### src/rtl/dmg_sio_pkg.sv
// Shared definitions for the serial I/O block: SC bit layout and FSM encoding.
package dmg_sio_pkg;

   localparam int unsigned SC_START_BIT   = 7;
   localparam int unsigned SC_CLKSEL_BIT  = 0;
   localparam logic [7:0]  SC_UNUSED_MASK = 8'h7E;

   typedef enum logic [0:0] {
      IDLE = 1'b0,
      XFER = 1'b1
   } state_e;

   // Build the SC read value; unused bits always read back as ones.
   function automatic logic [7:0] sc_pack(input logic start, input logic clksel);
      logic [7:0] v;
      v                = SC_UNUSED_MASK;
      v[SC_START_BIT]  = start;
      v[SC_CLKSEL_BIT] = clksel;
      return v;
   endfunction

endpackage

### src/rtl/dmg_sio_shifter.sv
// Serial data path: SB shift register, 3-bit bit counter and sout register.
// Strobes are mutually exclusive by construction in the controller.
module dmg_sio_shifter
   import dmg_sio_pkg::*;
(
   input  logic       clk_i,
   input  logic       res_i,
   input  logic       load_i,
   input  logic       clr_i,
   input  logic       fall_i,
   input  logic       rise_i,
   input  logic [7:0] wdata_i,
   input  logic       sin_i,
   output logic [7:0] sb_o,
   output logic [2:0] cnt_o,
   output logic       sout_o
);

   logic [7:0] sb_q, sb_d;
   logic [2:0] cnt_q, cnt_d;
   logic       sout_q, sout_d;

   // Next-state selection for the data path.
   always_comb begin
      sb_d   = sb_q;
      cnt_d  = cnt_q;
      sout_d = sout_q;
      if (load_i) begin
         sb_d = wdata_i;
      end else if (clr_i) begin
         cnt_d = 3'd0;
      end else if (fall_i) begin
         sout_d = sb_q[7];
      end else if (rise_i) begin
         sb_d  = {sb_q[6:0], sin_i};
         cnt_d = cnt_q + 3'd1;
      end else begin
         sb_d = sb_q;
      end
   end

   // Data path registers with synchronous reset.
   always_ff @(posedge clk_i) begin
      if (res_i) begin
         sb_q   <= 8'h00;
         cnt_q  <= 3'd0;
         sout_q <= 1'b1;
      end else begin
         sb_q   <= sb_d;
         cnt_q  <= cnt_d;
         sout_q <= sout_d;
      end
   end

   assign sb_o   = sb_q;
   assign cnt_o  = cnt_q;
   assign sout_o = sout_q;

endmodule

### src/rtl/dmg_sio.sv
// Serial I/O controller: SB/SC registers, internal/external clocking, transfer FSM.
module dmg_sio
   import dmg_sio_pkg::*;
(
   input  logic       clk,
   input  logic       res,
   input  logic       tick,
   input  logic       sb_we,
   input  logic       sc_we,
   input  logic [7:0] wdata,
   output logic [7:0] sb_q,
   output logic [7:0] sc_q,
   input  logic       sck_in,
   input  logic       sin,
   output logic       sck_out,
   output logic       sck_oe,
   output logic       sout,
   output logic       irq
);

   state_e     state_q, state_d;
   logic       start_q, start_d;
   logic       clksel_q, clksel_d;
   logic       sck_out_q, sck_out_d;
   logic       irq_q, irq_d;
   logic       prev_sck_q;
   logic       ev_fall, ev_rise;
   logic       load, clr, fall, rise;
   logic [2:0] cnt;

   // Raw clock events; in internal mode the tick toggles sck_out, otherwise
   // edges of the synchronised external clock are detected.
   assign ev_fall = clksel_q ? (tick & sck_out_q)  : (prev_sck_q & ~sck_in);
   assign ev_rise = clksel_q ? (tick & ~sck_out_q) : (~prev_sck_q & sck_in);

   // FSM next state, register updates and data path strobes. Any register
   // write in a cycle wins over a simultaneous clock event.
   always_comb begin
      state_d   = state_q;
      start_d   = start_q;
      clksel_d  = clksel_q;
      sck_out_d = sck_out_q;
      irq_d     = 1'b0;
      load      = 1'b0;
      clr       = 1'b0;
      fall      = 1'b0;
      rise      = 1'b0;
      case (state_q)
         IDLE: begin
            load = sb_we;
            if (sc_we) begin
               start_d  = wdata[SC_START_BIT];
               clksel_d = wdata[SC_CLKSEL_BIT];
               state_d  = wdata[SC_START_BIT] ? XFER : IDLE;
            end else begin
               state_d = IDLE;
            end
         end
         XFER: begin
            if (sc_we) begin
               if (!wdata[SC_START_BIT]) begin
                  // Abort: SB keeps its partially shifted contents.
                  state_d   = IDLE;
                  start_d   = 1'b0;
                  clksel_d  = wdata[SC_CLKSEL_BIT];
                  sck_out_d = 1'b1;
                  clr       = 1'b1;
               end else begin
                  state_d = XFER;
               end
            end else if (sb_we) begin
               state_d = XFER;
            end else if (ev_fall) begin
               fall = 1'b1;
               if (clksel_q) begin
                  sck_out_d = 1'b0;
               end else begin
                  sck_out_d = sck_out_q;
               end
            end else if (ev_rise) begin
               rise      = 1'b1;
               sck_out_d = 1'b1;
               if (cnt == 3'd7) begin
                  state_d = IDLE;
                  start_d = 1'b0;
                  irq_d   = 1'b1;
               end else begin
                  state_d = XFER;
               end
            end else begin
               state_d = XFER;
            end
         end
         default: begin
            state_d   = IDLE;
            start_d   = 1'b0;
            sck_out_d = 1'b1;
         end
      endcase
   end

   // Control registers with synchronous reset.
   always_ff @(posedge clk) begin
      if (res) begin
         state_q    <= IDLE;
         start_q    <= 1'b0;
         clksel_q   <= 1'b0;
         sck_out_q  <= 1'b1;
         irq_q      <= 1'b0;
         prev_sck_q <= 1'b1;
      end else begin
         state_q    <= state_d;
         start_q    <= start_d;
         clksel_q   <= clksel_d;
         sck_out_q  <= sck_out_d;
         irq_q      <= irq_d;
         prev_sck_q <= sck_in;
      end
   end

   dmg_sio_shifter u_shifter (
      .clk_i   (clk),
      .res_i   (res),
      .load_i  (load),
      .clr_i   (clr),
      .fall_i  (fall),
      .rise_i  (rise),
      .wdata_i (wdata),
      .sin_i   (sin),
      .sb_o    (sb_q),
      .cnt_o   (cnt),
      .sout_o  (sout)
   );

   assign sc_q    = sc_pack(start_q, clksel_q);
   assign sck_out = sck_out_q;
   assign sck_oe  = clksel_q;
   assign irq     = irq_q;

endmodule

### config.mk
export PLATFORM = sky130hd
export DESIGN_NAME = dmg_sio
export DESIGN_NICKNAME = d
export VERILOG_FILES = /design/src/rtl/dmg_sio_pkg.sv /design/src/rtl/dmg_sio_shifter.sv /design/src/rtl/dmg_sio.sv
export SDC_FILE = /design/constraint.sdc
export NUM_CORES = 1
export LEC_CHECK = 0
export ABC_CLOCK_PERIOD_IN_PS = 2600
export CORE_ASPECT_RATIO = 1.4
export CORE_MARGIN = 8
export CORE_UTILIZATION = 37
export DETAILED_ROUTE_END_ITERATION = 8
export HOLD_SLACK_MARGIN = 0.12
export PLACE_DENSITY = 0.75
export SLEW_MARGIN = 20
export SYNTH_ARGS = -nofsm -noshare
export SYNTH_HDL_FRONTEND = slang
export SYNTH_HIERARCHICAL = 1
export SYNTH_SLANG_ARGS = --single-unit
### constraint.sdc
create_clock -name clk -period 2.6 [get_ports clk]
set_input_delay 0.78 -clock clk [delete_from_list [all_inputs] [get_ports clk]]
set_output_delay 0.78 -clock clk [all_outputs]
set_load 0.005 [all_outputs]
Word-level counts from Yosys, hierarchy flattened

Index checks and enable logic that the tools add are counted.

$add $sub $neg: 1
Multiply operators: 0
Div/mod/pow operators: 0
Order comparisons: 0
Equality and inequality tests: 15
Shift operators: 0
Mux-type cells: 49
Bitwise gates (word level): 11
Reductions and logical operators: 10

Operators with widths:

| cell                                                                     | number |
|---|---|
| 1-bit two-way mux                                                        | 39 |
| 8-bit two-way mux                                                        | 4 |
| 2-bit inequality test (second input constant)                            | 7 |
| 3-bit inequality test (second input constant)                            | 4 |
| 3-bit AND reduction                                                      | 4 |
| 3-bit two-way mux                                                        | 3 |
| 1-bit NOT                                                                | 7 |
| 3-bit by 2-bit inequality test with 1-bit output (second input constant) | 2 |
| 1-bit case mux with 2 select lines                                       | 3 |
| 6-bit AND reduction                                                      | 1 |
| 6-bit OR reduction                                                       | 1 |
| 5-bit AND reduction                                                      | 1 |
| 1-bit AND                                                                | 4 |
| 2-bit nonzero test                                                       | 2 |
| 3-bit by 1-bit adder with 3-bit output (second input constant)           | 1 |
| 3-bit equality test (second input constant)                              | 1 |
| 3-bit nonzero test                                                       | 1 |
| 2-bit by 1-bit inequality test with 1-bit output (second input constant) | 1 |

Bits in registers: 18
Latch bits: 0
Memory bits (writable): 0
Bits in read-only memories: 0
Bits of input ports: 15
Output and inout bits: 20
Logic and storage cells: 95
Memories: 0

Longest topological paths before layout

Word-level depth: 12
Gate-level depth with buffers: 7
Depth with buffers taken out: 6

Cells and area by module

The synthesis kept the hierarchy.

By module, submodules not included:

| module          | instances | cells an instance | area an instance (µm²) | sequential area each (µm²) |
|---|---|---|---|---|
| dmg_sio_shifter | 1         | 71                | 676.9                  | 240.2 |
| dmg_sio         | 1         | 48                | 397.9                  | 120.1 |

Worst setup path after synthesis

OpenSTA, ideal clock, no wires.

Path type: in2reg
From: in sck_in
To: reg u_shifter.sb_q[2] (netlist: u_shifter/sb_o[2])
Setup time: 0.103 ns
Arrival: 2.259 ns
Required time: 2.497 ns
Setup slack: 0.238 ns
Stages on the path: 7
Buffers on the path: 1
Cells stage by stage: or3b_1 and2_1 nor2_1 nor3b_4 buf_6 nor3_2 a2111oi_2

Cells in the longest elaborated chain, start to end: 9
Elaborated cells on any way between the ends: 17
Those cells by class: eq/ne (1); mux (11); bitwise (3); reduce/logical (2)

RTL lines:

| item                                                  | line                         | source |
|---|---|---|
| start, declared                                       | dmg_sio.sv:13                | `input logic sck_in,` |
| 1-bit AND / 1-bit NOT (equally long branches)         | dmg_sio.sv:34, dmg_sio.sv:33 |  |
| 1-bit two-way mux / 1-bit AND (equally long branches) | dmg_sio.sv:34, dmg_sio.sv:33 |  |
| 1-bit two-way mux, on equally long branches           | dmg_sio.sv:80, dmg_sio.sv:33 |  |
| 1-bit two-way mux (*)                                 | dmg_sio.sv:73                | `end else if (ev_fall) begin` |
| 1-bit two-way mux (*)                                 | dmg_sio.sv:71                | `end else if (sb_we) begin` |
| 1-bit two-way mux (*)                                 | dmg_sio.sv:60                | `if (sc_we) begin` |
| 1-bit two-way mux (*)                                 | dmg_sio.sv:48                | `case (state_q)` |
| net rise                                              | dmg_sio.sv:28                | `logic load, clr, fall, rise;` |
| 2-bit nonzero test (no line) (*)                      | n/a                          |  |
| 3-bit AND reduction (no line) (*)                     | n/a                          |  |
| end signal, assigned                                  | dmg_sio_shifter.sv:45        | `sb_q <= 8'h00;` |
| end signal, assigned                                  | dmg_sio_shifter.sv:49        | `sb_q <= sb_d;` |
| end, declared                                         | dmg_sio_shifter.sv:19        | `logic [7:0] sb_q, sb_d;` |

Mark *: on every way through the listed nets, which the timed path passes. The rest lies on a longest branch.
A chain may end at the register's enable or synchronous reset.

Worst setup path after layout

From: in sc_we
To: reg u_shifter.sb_q[6] (netlist: u_shifter/sb_o[6])

Cells in the longest elaborated chain, start to end: 4
Elaborated cells on any way between the ends: 10
Those cells by class: eq/ne (2); mux (6); reduce/logical (2)

RTL lines:

| item                            | line          | source |
|---|---|---|
| start, declared                 | dmg_sio.sv:9  | `input logic sc_we,` |
| 1-bit two-way mux               | dmg_sio.sv:60 |  |
| 1-bit two-way mux               | dmg_sio.sv:48 |  |
| net fall                        | dmg_sio.sv:28 |  |
| 2-bit inequality test (no line) | n/a           |  |
| 3-bit AND reduction (no line)   | n/a           |  |

The timed path passes the listed nets, and every way through them passes these cells.

==> key figures <==
Outcome
  • Status: complete, no violations

CTS
  • Clk buf depth: 2
  • TritonCTS Buffers: 3
  • CTS H-tree depth: 1
  • Clk sinks: 18
  • Clock slew at reported path FFs: 0.07 ns
  • Root Buffer: clkbuf_8
  • CTS tree: yes
  • Clk_lat worst skew: 0.25 ns

Yosys
  • Seq/Total Area, Yosys: 33.5%
  • Top-area cell type share of the netlist area: 33.5%
  • Post-synth EDFFs: 0
  • Avg Synthesized Cell Area: 9.03 µm²
  • Yosys top cell by area: dfxtp_1
  • Synth Instances: 119
  • Fraction of registers with async set/reset: 0%
  • Distinct cells, synth: 40
  • Yosys warns: 6
  • Mapped Area: 0.00107 mm²
  • Synth area leaders: dfxtp_1 (34%), buf_4 (6.3%), a2111oi_2 (5.6%)
  • Flops & latches, synth: 18
  • Main synth FF type: dfxtp_1

Critical path
  • Critical-path top delay cell: or3b_4
  • Buf+Inv Stages, Crit Path: 3
  • Critical path's top delay family: simple AND/OR/NAND/NOR gates
  • Max incr delay on CP: 0.44 ns
  • Critical Path AT: 2.56 ns
  • Critical path, cell by cell: clkdlybuf4s50_1 > or3b_4 > nor2_1 > nor3b_4 > buf_6 > buf_4 > a2111oi_1
  • CP Capture Type: register
  • Critical path startpoint category: input pin
  • CP required: 2.74 ns
  • Crit path kind: input pin to register
  • Worst-path maximum fanout: 6

Power and ir drop
  • P per Cell Area: 436 mW/mm²
  • P_leak: 0.000585 µW
  • Switching power: 160 µW
  • Seq pwr share: 45.7%
  • Switching portion of total power: 24.0%
  • Maximum VDD drop: 269 µV
  • Combinational Power Share: 20.3%
  • Clock Power Share: 33.9%
  • Internal cell power: 505 µW

Placed design
  • DP HPWL: 2090 µm
  • Placed Cells: 193
  • Gp weighted congestion: 0.839
  • PortBufs: 28
  • Pre-CTS setup slack: -0.266 ns

Routing
  • Drt first pass iters: 4
  • First DRT Iteration DRCs: 14
  • Final routed DRC violation total: 0
  • DR WL/cell: 13.5 µm
  • Routed via count: 1014
  • Final ANT Viol Nets: 0
  • Routed vias/inst: 5.12
  • Drt total wl: 2670 µm

Finish
  • Nets: 178
  • Ant diodes: 0
  • Most frequent cells in the layout: clkdlybuf4s50_1 (27), dfxtp_1 (18), buf_4 (16)
  • Area growth syn-to-layout: 41.6%
  • Share of layout cells above drive strength 1: 23.6%
  • # fillers: 280
  • Most common cell after layout, fill and taps aside: clkdlybuf4s50_1
  • Fin util: 53.9%
  • Non-filler cells, final: 198

Flow run
  • Max-capacitance violation count: 0

Timing
  • Endpoints failing hold: 0
  • Final Max Tran Viols: 0
  • Unrepaired setup endpoints after global routing: false
  • Fmax: 412 MHz
  • Skew final: 0.00400 ns
  • Post-route clock period utilization: 93.3%
  • Final worst slack: 0.173 ns
  • Clock period minus worst slack: 2.43 ns
  • # setup viols final: 0

Global route
  • Vias in the first global route: 986
  • Antenna violations before repair: 0
  • Global Route Usage Sum: 11.6%
  • Largest net degree at the start of global routing: 30
  • First-pass GRT wire length: 4400 µm
  • Global route overflow: 0

Floorplanning
  • Die Ht: 79.8 µm
  • Die width: 61.6 µm
  • Initial Util: 38.1%
  • Ports: 35
  • Site Rows: 23
  • Core Region: 0.00282 mm²
  • Die area: 0.00491 mm²

Min path
  • HP Class: register to register
==> worst paths after layout <==
check | to | from | slack (ns) | cells after the start
worst max-delay path | u_shifter/sb_o[6]$_SDFFE_PP0P_ | sc_we | 0.17 | 7
worst min-delay path | u_shifter/cnt_o[2]$_SDFFE_PP0P_ | u_shifter/cnt_o[2]$_SDFFE_PP0P_ | 0.50 | 2
worst max register to register | u_shifter/sb_o[7]$_SDFFE_PP0P_ | sck_oe$_SDFFE_PP0P_ | 0.65 | 7
worst min register to register | u_shifter/cnt_o[2]$_SDFFE_PP0P_ | u_shifter/cnt_o[2]$_SDFFE_PP0P_ | 0.50 | 2
==> cells by family after synthesis <==
kind of cell               share of synthesized area [%]
and+or+nand+nor                                     33.6
AOI/OAI and AO/OA                                   17.2
buffers and inverters                               12.2
DFF                                                 33.5
muxes                                               1.86
adders and majority gates                           1.16
other                                              0.349
==> synth_stat cells, drive strengths merged, types with 2 or more instances <==
cell type	n
nor2	13
buf	13
nor3b	2
or3b	2
o21ai	2
nor4	2
a21boi	2
nand2b	3
dfxtp	18
mux2i	2
nand3	3
a21oi	2
nor3	9
inv	5
nand3b	4
and2b	3
a2111oi	8
nand2	3
nor2b	7
==> final cells by class <==
cell class | count | area (µm²) | area share (%)
inverter | 5 | 18.8 | 1.23
sequential | 18 | 360 | 23.7
tap | 37 | 46.3 | 3.04
clock buffer | 4 | 55.1 | 3.62
multi-input combinational | 88 | 616 | 40.5
timing repair buffer | 46 | 425 | 28.0
==> flip-flops by register name, summed over array words and instances (netlist names) <==
name and cells:
prev_sck_q 1, sck_out 1, u_shifter/sb_o 8, irq 1, start_q 1, u_shifter/cnt_o 3, sck_oe 1, u_shifter/sout_o 1
state_q 1
==> routing by layer <==
metal	global-route usage, %	vias up	routed length, µm	part of all wire, %
met2	20.2	35	1330	50
met5	0	-	0	0
met1	11.5	470	1030	38
met3	3.23	7	224	8.4
met4	7.09	0	86	3.2
li1	-	502	-	-
==> through the flow <==
| stage | power [µW] | hold WS, ns | setup TNS [ns] | instance area, µm² |
|---|---|---|---|---|
| after floorplan | 382 | 0.455 | 0 | 1090 |
| after global placement | 439 | 0.474 | -1.37 | 1440 |
| after detailed placement | 443 | 0.496 | -1.86 | 1440 |
| after CTS | 674 | 0.506 | 0 | 1500 |
| after global routing | 701 | 0.530 | 0 | 1520 |
| final | 664 | 0.501 | 0 | 1520 |
==> power by group through the flow <==
stage / Combinational [µW] / Clock [µW] / Sequential (µW)
2_1_floorplan: 73.8 / 0 / 308
3_3_place_gp: 130 / 0 / 309
3_5_place_dp: 133 / 0 / 310
4_1_cts: 134 / 236 / 304
5_1_grt: 149 / 246 / 306
6_report: 135 / 225 / 304
==> timing repair <==
item / in CTS / in global routing
hold endpoints to repair: 0 / 0
resized for setup: 2 / 6
endpoints found under the setup margin: 1 / 10
hold buffers: 0 / 0
buffers inserted: 0 / 1
pin swaps: 1 / 5
==> worst min-delay path, delay by kind of cell (launching register included) <==
kind | cells | cell delay (ns)
flip-flops | 1 | 0.34
AND/OR/NAND/NOR | 1 | 0.07
AO/OA/AOI/OAI | 1 | 0.05
Power figures use the tool's default switching activity.
